==> src/rtl/be8_memctl_pkg.sv <==
// Shared definitions for the be8 memory/I-O controller.
//   state_e        : controller FSM states
//   Io*            : offsets inside the 4-byte I/O window
//   Stat*Bit       : bit positions in the status byte (IO_BASE+2)
package be8_memctl_pkg;

  typedef enum logic [1:0] {
    StWait  = 2'd0,  // counting wait states
    StDone  = 2'd1,  // access completes, cpu_ready high for one cycle
    StStall = 2'd2   // I/O port not ready, holding the CPU
  } state_e;

  localparam logic [1:0] IoOut    = 2'd0;
  localparam logic [1:0] IoIn     = 2'd1;
  localparam logic [1:0] IoStatus = 2'd2;
  localparam logic [1:0] IoNone   = 2'd3;

  localparam int unsigned StatOutValidBit = 0;
  localparam int unsigned StatInValidBit  = 1;

endpackage

==> src/rtl/be8_outport.sv <==
// Output-port holding register.
//   clk, rst   : clock, synchronous active-high reset (drops any pending byte)
//   load       : capture load_data and mark the byte pending
//   load_data  : byte to capture
//   ack        : consumer takes the pending byte
//   data       : held byte
//   valid      : byte pending
module be8_outport
  import be8_memctl_pkg::*;
(
  input  logic       clk,
  input  logic       rst,
  input  logic       load,
  input  logic [7:0] load_data,
  input  logic       ack,
  output logic [7:0] data,
  output logic       valid
);

  logic [7:0] data_q, data_d;
  logic       valid_q, valid_d;

  always_comb begin
    data_d  = data_q;
    valid_d = valid_q;
    // ack only matters while a byte is actually pending
    if (valid_q && ack) begin
      valid_d = 1'b0;
    end
    if (load) begin
      data_d  = load_data;
      valid_d = 1'b1;
    end
  end

  always_ff @(posedge clk) begin
    if (rst) begin
      data_q  <= 8'h00;
      valid_q <= 1'b0;
    end else begin
      data_q  <= data_d;
      valid_q <= valid_d;
    end
  end

  assign data  = data_q;
  assign valid = valid_q;

endmodule

==> src/rtl/be8_memctl.sv <==
// be8 memory controller: wait-state generation, RAM strobe and a 4-byte I/O window
// (output port, input port, status, unused).
//   WAIT_STATES : extra cycles before each access completes (0..15)
//   IO_BASE     : base address of the I/O window
//   clk, rst    : clock, synchronous active-high reset
//   cpu_*       : CPU address/direction/data; cpu_ready marks completion
//   mem_*       : RAM address/strobe/data, mem_rdata combinational from mem_addr
//   out_*       : output-port byte, pending flag and consumer ack
//   in_*        : input-port byte, availability flag and consume pulse
module be8_memctl
  import be8_memctl_pkg::*;
#(
  parameter int unsigned WAIT_STATES = 1,
  parameter logic [7:0]  IO_BASE     = 8'hE0
) (
  input  logic       clk,
  input  logic       rst,
  input  logic [7:0] cpu_addr,
  input  logic       cpu_rw,
  input  logic [7:0] cpu_wdata,
  output logic [7:0] cpu_rdata,
  output logic       cpu_ready,
  output logic [7:0] mem_addr,
  output logic       mem_we,
  output logic [7:0] mem_wdata,
  input  logic [7:0] mem_rdata,
  output logic [7:0] out_data,
  output logic       out_valid,
  input  logic       out_ack,
  input  logic [7:0] in_data,
  input  logic       in_valid,
  output logic       in_ack
);

  localparam logic [3:0] WaitInit = 4'(WAIT_STATES);

  state_e     state_q, state_d;
  logic [3:0] cnt_q, cnt_d;
  logic       fresh_q, fresh_d;
  logic [7:0] addr_q;
  logic       rw_q;

  logic [7:0] io_rel;
  logic       in_io;
  logic [1:0] io_off;
  logic       out_wr, in_rd, stat_rd;
  logic       blocked, changed, done, out_load;
  logic [7:0] status;

  // Address decode
  assign io_rel  = cpu_addr - IO_BASE;
  assign in_io   = io_rel < 8'd4;
  assign io_off  = io_rel[1:0];
  assign out_wr  = in_io && (io_off == IoOut) && cpu_rw;
  assign in_rd   = in_io && (io_off == IoIn) && !cpu_rw;
  assign stat_rd = in_io && (io_off == IoStatus) && !cpu_rw;

  assign blocked = (out_wr && out_valid) || (in_rd && !in_valid);

  // The CPU moves to its next access just after seeing cpu_ready, so the first WAIT
  // cycle has no valid reference; only later cycles may detect a restart.
  assign changed = !fresh_q && ((cpu_addr != addr_q) || (cpu_rw != rw_q));
  assign done    = (state_q == StDone);

  always_comb begin
    state_d = state_q;
    cnt_d   = WaitInit;
    unique case (state_q)
      StWait: begin
        if (!changed) begin
          if (cnt_q != 4'd0) begin
            cnt_d = cnt_q - 4'd1;
          end else begin
            state_d = blocked ? StStall : StDone;
          end
        end
      end
      StDone:  state_d = StWait;
      StStall: if (!blocked) state_d = StDone;
      default: state_d = StWait;
    endcase
    fresh_d = (state_d == StWait) && (state_q != StWait);
  end

  always_ff @(posedge clk) begin
    if (rst) begin
      state_q <= StWait;
      cnt_q   <= WaitInit;
      fresh_q <= 1'b1;
    end else begin
      state_q <= state_d;
      cnt_q   <= cnt_d;
      fresh_q <= fresh_d;
    end
  end

  // Reference copy of the request for restart detection; no reset needed.
  always_ff @(posedge clk) begin
    addr_q <= cpu_addr;
    rw_q   <= cpu_rw;
  end

  always_comb begin
    status                  = 8'h00;
    status[StatOutValidBit] = out_valid;
    status[StatInValidBit]  = in_valid;
  end

  always_comb begin
    cpu_ready = done;
    mem_we    = done && !in_io && cpu_rw;
    in_ack    = done && in_rd;
    out_load  = done && out_wr;
    cpu_rdata = 8'h00;
    if (done && !cpu_rw) begin
      if (!in_io) begin
        cpu_rdata = mem_rdata;
      end else if (in_rd) begin
        cpu_rdata = in_data;
      end else if (stat_rd) begin
        cpu_rdata = status;
      end
    end
  end

  assign mem_addr  = cpu_addr;
  assign mem_wdata = cpu_wdata;

  be8_outport u_outport (
    .clk       (clk),
    .rst       (rst),
    .load      (out_load),
    .load_data (cpu_wdata),
    .ack       (out_ack),
    .data      (out_data),
    .valid     (out_valid)
  );

endmodule
==> config.mk <==
export PLATFORM = sky130hd
export DESIGN_NAME = be8_memctl
export DESIGN_NICKNAME = d
export VERILOG_FILES = /design/src/rtl/be8_memctl_pkg.sv /design/src/rtl/be8_outport.sv /design/src/rtl/be8_memctl.sv
export SDC_FILE = /design/constraint.sdc
export NUM_CORES = 1
export LEC_CHECK = 0
export ABC_AREA = 1
export CAP_MARGIN = 25
export CORE_MARGIN = 2
export CORE_UTILIZATION = 36
export CTS_BUF_LIST = sky130_fd_sc_hd__clkbuf_8
export CTS_CLUSTER_DIAMETER = 200
export DETAILED_ROUTE_END_ITERATION = 8
export PLACE_DENSITY = 0.78
export SYNTH_ARGS = -nofsm -noshare
export SYNTH_HDL_FRONTEND = slang
export SYNTH_SLANG_ARGS = --single-unit
==> constraint.sdc <==
create_clock -name clk -period 1.4 [get_ports clk]
set_input_delay 0.21 -clock clk [delete_from_list [all_inputs] [get_ports clk]]
set_output_delay 0.21 -clock clk [all_outputs]
set_load 0.01 [all_outputs]
==> out/results.txt <==
The run finished, with violations left. The checks that failed: negative setup slack. The final route contains 1444 vias.

Largest area contributor in the synthesized netlist: sky130_fd_sc_hd__dfxtp_1. The shortest clock period the worst path allows after layout was 1.61 ns; the setup violation total in the final timing report was 10. Via count of the first global-routing pass: 1400.

The proportion of power drawn by combinational gates is 0.271, and the routed length on met1 is 1.61 mm. The worst-case IR drop observed on VDD is 597 uV. The effective utilization at floorplan was 0.368; the data arrival time of the critical path was 1.40 ns. The starting DRC count in detailed routing was 38; the count of final hold-check violations was 0.

The clock latency of the later-clocked register in the worst-skew pair came out at 0.27 ns. When the netlist entered floorplanning its net count stood at 213. In this run the worst path has a maximum fanout of 3. The initial antenna violation count is 0. From synthesis to final layout, the design area changed by 86.5%. The last weighted congestion value of the routability-driven placer is 0.725, and the length of the first detailed-routing pass in iterations is 4. The tools report the count of inserted antenna diode cells as 0.

The relative contribution of the clock network to total power was 0.260. The number of filler instances in the final layout is 284, and the via density per instance is 4.46. The combined flip-flop and latch cell area is 502 sq um, and the worst-case hold slack is 0.151 ns.

The number of core rows came out at 22. Timing would allow up to 0.621 GHz. The analysis attributes to cell leakage a power of 1.23 nW. The total power per unit cell area is 642 nW/um^2, and the count of buffers from port buffering is 72. The core region is 3610 sq um. In this run the vertical extent of the chip is 64.7 um. The die covers 4190 sq um. The met3 layer wire length in the routed design was 215 um; the all-layer global routing usage was 0.190. After synthesis the cells add up to 1330 sq um.

Global routing finished with a remaining overflow of 0. Summed over all nets, the switching power comes to 0.000408 W. The number of H-tree levels is 1.

Synthesis-stage register bit count: 25. The run gives 0 as the post-detailed-route count of antenna-violating nets. The routed design uses 2.06 mm of met2 wire.

The remaining routing DRC violations was 0. In this run the worst hold path is classified as input pin to register. For the final database, setup skew stands at 0.00221 ns. After synthesis, the netlist uses 25 different library cells. The fraction of registers with async set/reset is 0, and the setup slack at placement is -1.03 ns.

CTS placed an instance of sky130_fd_sc_hd__clkbuf_8 at the clock tree root. The share of the synthesized area in the top cell type works out to 0.377. The number of synthesized flops with an enable pin works out to 0. Sorting the synthesized cells by area gives the leading types as sky130_fd_sc_hd__dfxtp_1 (38%), sky130_fd_sc_hd__nand2_1 (10%), sky130_fd_sc_hd__buf_4 (9.1%). Dividing the detail-routed wire length by the instance count gives 12.3 um.

Minimum setup slack in the final design: -0.209 ns. The data required time at the worst endpoint is 1.19 ns, and the worst slew slack as a fraction of its limit is 0.853. For the largest net degree at the start of global routing, the log shows 14.

The share of final-layout standard cells stronger than drive strength 1 was 0.380. The total length of routed wires was 4.00 mm. STA classifies the critical path endpoint as an output pin. The tools report the total CTS buffers as 3.

Synthesis produced 174 cells. The post-route fraction of the period consumed by the critical path is 1.15, and the count of hold-fix buffers inserted at cts is 0. TritonCTS built the clock tree.

The internal portion of total power came out at 0.00118 W. The width of the chip works out to 64.7 um. The worst setup path is of the input pin to output pin kind. The net count of the finished layout is 316. STA classifies the critical path startpoint as an input pin. The count of final max-slew check failures is 0, and the placed wire-length estimate is 2.62 mm. For the share of the core filled with cells in the final layout, the log shows 0.686. Actual slew at the worst max-slew pin: 0.218 ns. Summing all multi-input logic gate instances after layout gives 751 sq um. The tools report the number of warnings printed during yosys synthesis as 0.

Setup repair after global routing could not meet its margin everywhere. Routed signal wires occupy layers up through met4. The first global-routing pass estimated 6.15 mm of wire.

The max-capacitance violation count is 0, and the sequential fraction of design power is 0.469. The average instance in the mapped netlist occupies 7.62 sq um. The clock transition time at the flip-flop clock pins of the worst setup and hold paths works out to 0.08 ns. For the maximum count of clock buffers along a single path, the log shows 2. Fraction of power spent switching nets: 0.257.

For this run, the leading register cell type out of synthesis is sky130_fd_sc_hd__dfxtp_1. For this design the top-level I/O count stands at 73. Register area share after synthesis: 0.377.

The clock drives 25 sinks.
-- layer usage --
| layer | global-route usage | vias up |
|---|---|---|
| met5 | 0 | - |
| met4 | 0.0931 | 0 |
| met3 | 0.0503 | 10 |
| met2 | 0.324 | 45 |
| met1 | 0.221 | 647 |
| li1 | - | 742 |
-- stage by stage --
stage,power (W),std cells,setup TNS (ns),cell area (sq um)
global placement,0.00113,303,-18.15,2230
detailed placement,0.00113,303,-19.25,2230
global route,0.00168,324,-2.28,2470
CTS,0.00156,316,-1.51,2360
floorplan,0.000926,174,0,1390
finish,0.00159,324,-1.51,2470
-- worst max-delay path: stages --
cell and delay [ns]:
sky130_fd_sc_hd__buf_8 0.10, sky130_fd_sc_hd__ha_4 0.22, sky130_fd_sc_hd__inv_2 0.05, sky130_fd_sc_hd__nand2_2 0.05, sky130_fd_sc_hd__nor2_4 0.14, sky130_fd_sc_hd__buf_6 0.13
sky130_fd_sc_hd__nand4_1 0.08, sky130_fd_sc_hd__nand2_1 0.11, sky130_fd_sc_hd__o21ai_2 0.07, sky130_fd_sc_hd__a21oi_2 0.10, sky130_fd_sc_hd__buf_2 0.14
-- state kept, by name, summed over array words and instances, names as in the netlist --
register	count
addr_q	8
cnt_q	4
fresh_q	1
rw_q	1
state_q	2
u_outport.data	8
u_outport.valid	1
-- timing repair --
action,in CTS,in global routing
setup endpoints to repair,39,26
buffers inserted,7,9
pin swaps,16,10
cloned,2,0
resized for setup,94,26
-- power groups by stage --
stage	registers [W]	logic, W	clock network [W]
final	0.000745	0.000431	0.000413
after floorplan	0.000759	0.000167	0
after CTS	0.000744	0.000396	0.000422
after global routing	0.000747	0.000465	0.000467
after detailed placement	0.000761	0.000371	0
after global placement	0.000760	0.000366	0
-- synth_stat cells, types with 2 or more instances --
master                    count
sky130_fd_sc_hd__xor2_1       3
sky130_fd_sc_hd__dfxtp_1     25
sky130_fd_sc_hd__inv_2        3
sky130_fd_sc_hd__o21ai_0      7
sky130_fd_sc_hd__xnor2_1      6
sky130_fd_sc_hd__nand2_1     37
sky130_fd_sc_hd__nand3_1      3
sky130_fd_sc_hd__nor2_1      15
sky130_fd_sc_hd__nand4_1      3
sky130_fd_sc_hd__o21ai_1      2
sky130_fd_sc_hd__buf_4       16
sky130_fd_sc_hd__a21oi_1     17
sky130_fd_sc_hd__inv_1       23
sky130_fd_sc_hd__o21ai_2      2
sky130_fd_sc_hd__ha_1         2
-- final timing paths --
check                                    endpoint  slack (ns)  depth (start not counted)         from
worst max-delay path                 cpu_rdata[0]       -0.21                         11  cpu_addr[5]
worst min register to register           cnt_q[0]        0.44                          1     cnt_q[0]
worst min-delay path                    addr_q[6]        0.15                          2  cpu_addr[6]
worst max register to register  u_outport.data[3]        0.08                          8   state_q[0]
-- cell families (layout without fill, tap and decap cells) --
family / after synthesis / in the layout / share of synthesized area
simple gates: 65 / 67 / 0.233
buf+inv: 43 / 143 / 0.173
compound gates: 29 / 29 / 0.118
flops: 25 / 25 / 0.377
xor+xnor: 10 / 10 / 0.0802
fa+ha+maj: 2 / 2 / 0.0189
-- layout by cell type (no fill, tap or decap), types with 2 or more instances in the layout --
master and count:
sky130_fd_sc_hd__buf_12 2, sky130_fd_sc_hd__clkbuf_2 3, sky130_fd_sc_hd__xor2_1 3, sky130_fd_sc_hd__dlygate4sd2_1 11, sky130_fd_sc_hd__dlymetal6s2s_1 6, sky130_fd_sc_hd__nand4_1 3, sky130_fd_sc_hd__dfxtp_1 24, sky130_fd_sc_hd__nor2_1 12
sky130_fd_sc_hd__nand2_2 9, sky130_fd_sc_hd__a21oi_1 9, sky130_fd_sc_hd__xnor2_1 6, sky130_fd_sc_hd__nand4_4 2, sky130_fd_sc_hd__nor2_4 2, sky130_fd_sc_hd__a21oi_2 9, sky130_fd_sc_hd__o21ai_0 6, sky130_fd_sc_hd__inv_2 5
sky130_fd_sc_hd__nand2_1 27, sky130_fd_sc_hd__buf_4 34, sky130_fd_sc_hd__clkdlybuf4s50_1 37, sky130_fd_sc_hd__clkbuf_8 3, sky130_fd_sc_hd__inv_1 21, sky130_fd_sc_hd__nand3_1 3, sky130_fd_sc_hd__buf_6 6, sky130_fd_sc_hd__buf_2 11
sky130_fd_sc_hd__o21ai_2 4, sky130_fd_sc_hd__nor3_4 2, sky130_fd_sc_hd__buf_8 2, sky130_fd_sc_hd__nor2_2 2
-- final cells by class --
cell class / instances / share of cell area
clock buffers: 3 / 0.0167
flip-flops and latches: 25 / 0.203
repair buffers: 113 / 0.411
multi-input cells: 108 / 0.303
well taps: 48 / 0.0243
clock inverters: 1 / 0.00152
inverters: 26 / 0.0405
Note: power is estimated with default switching activity, not from simulation.
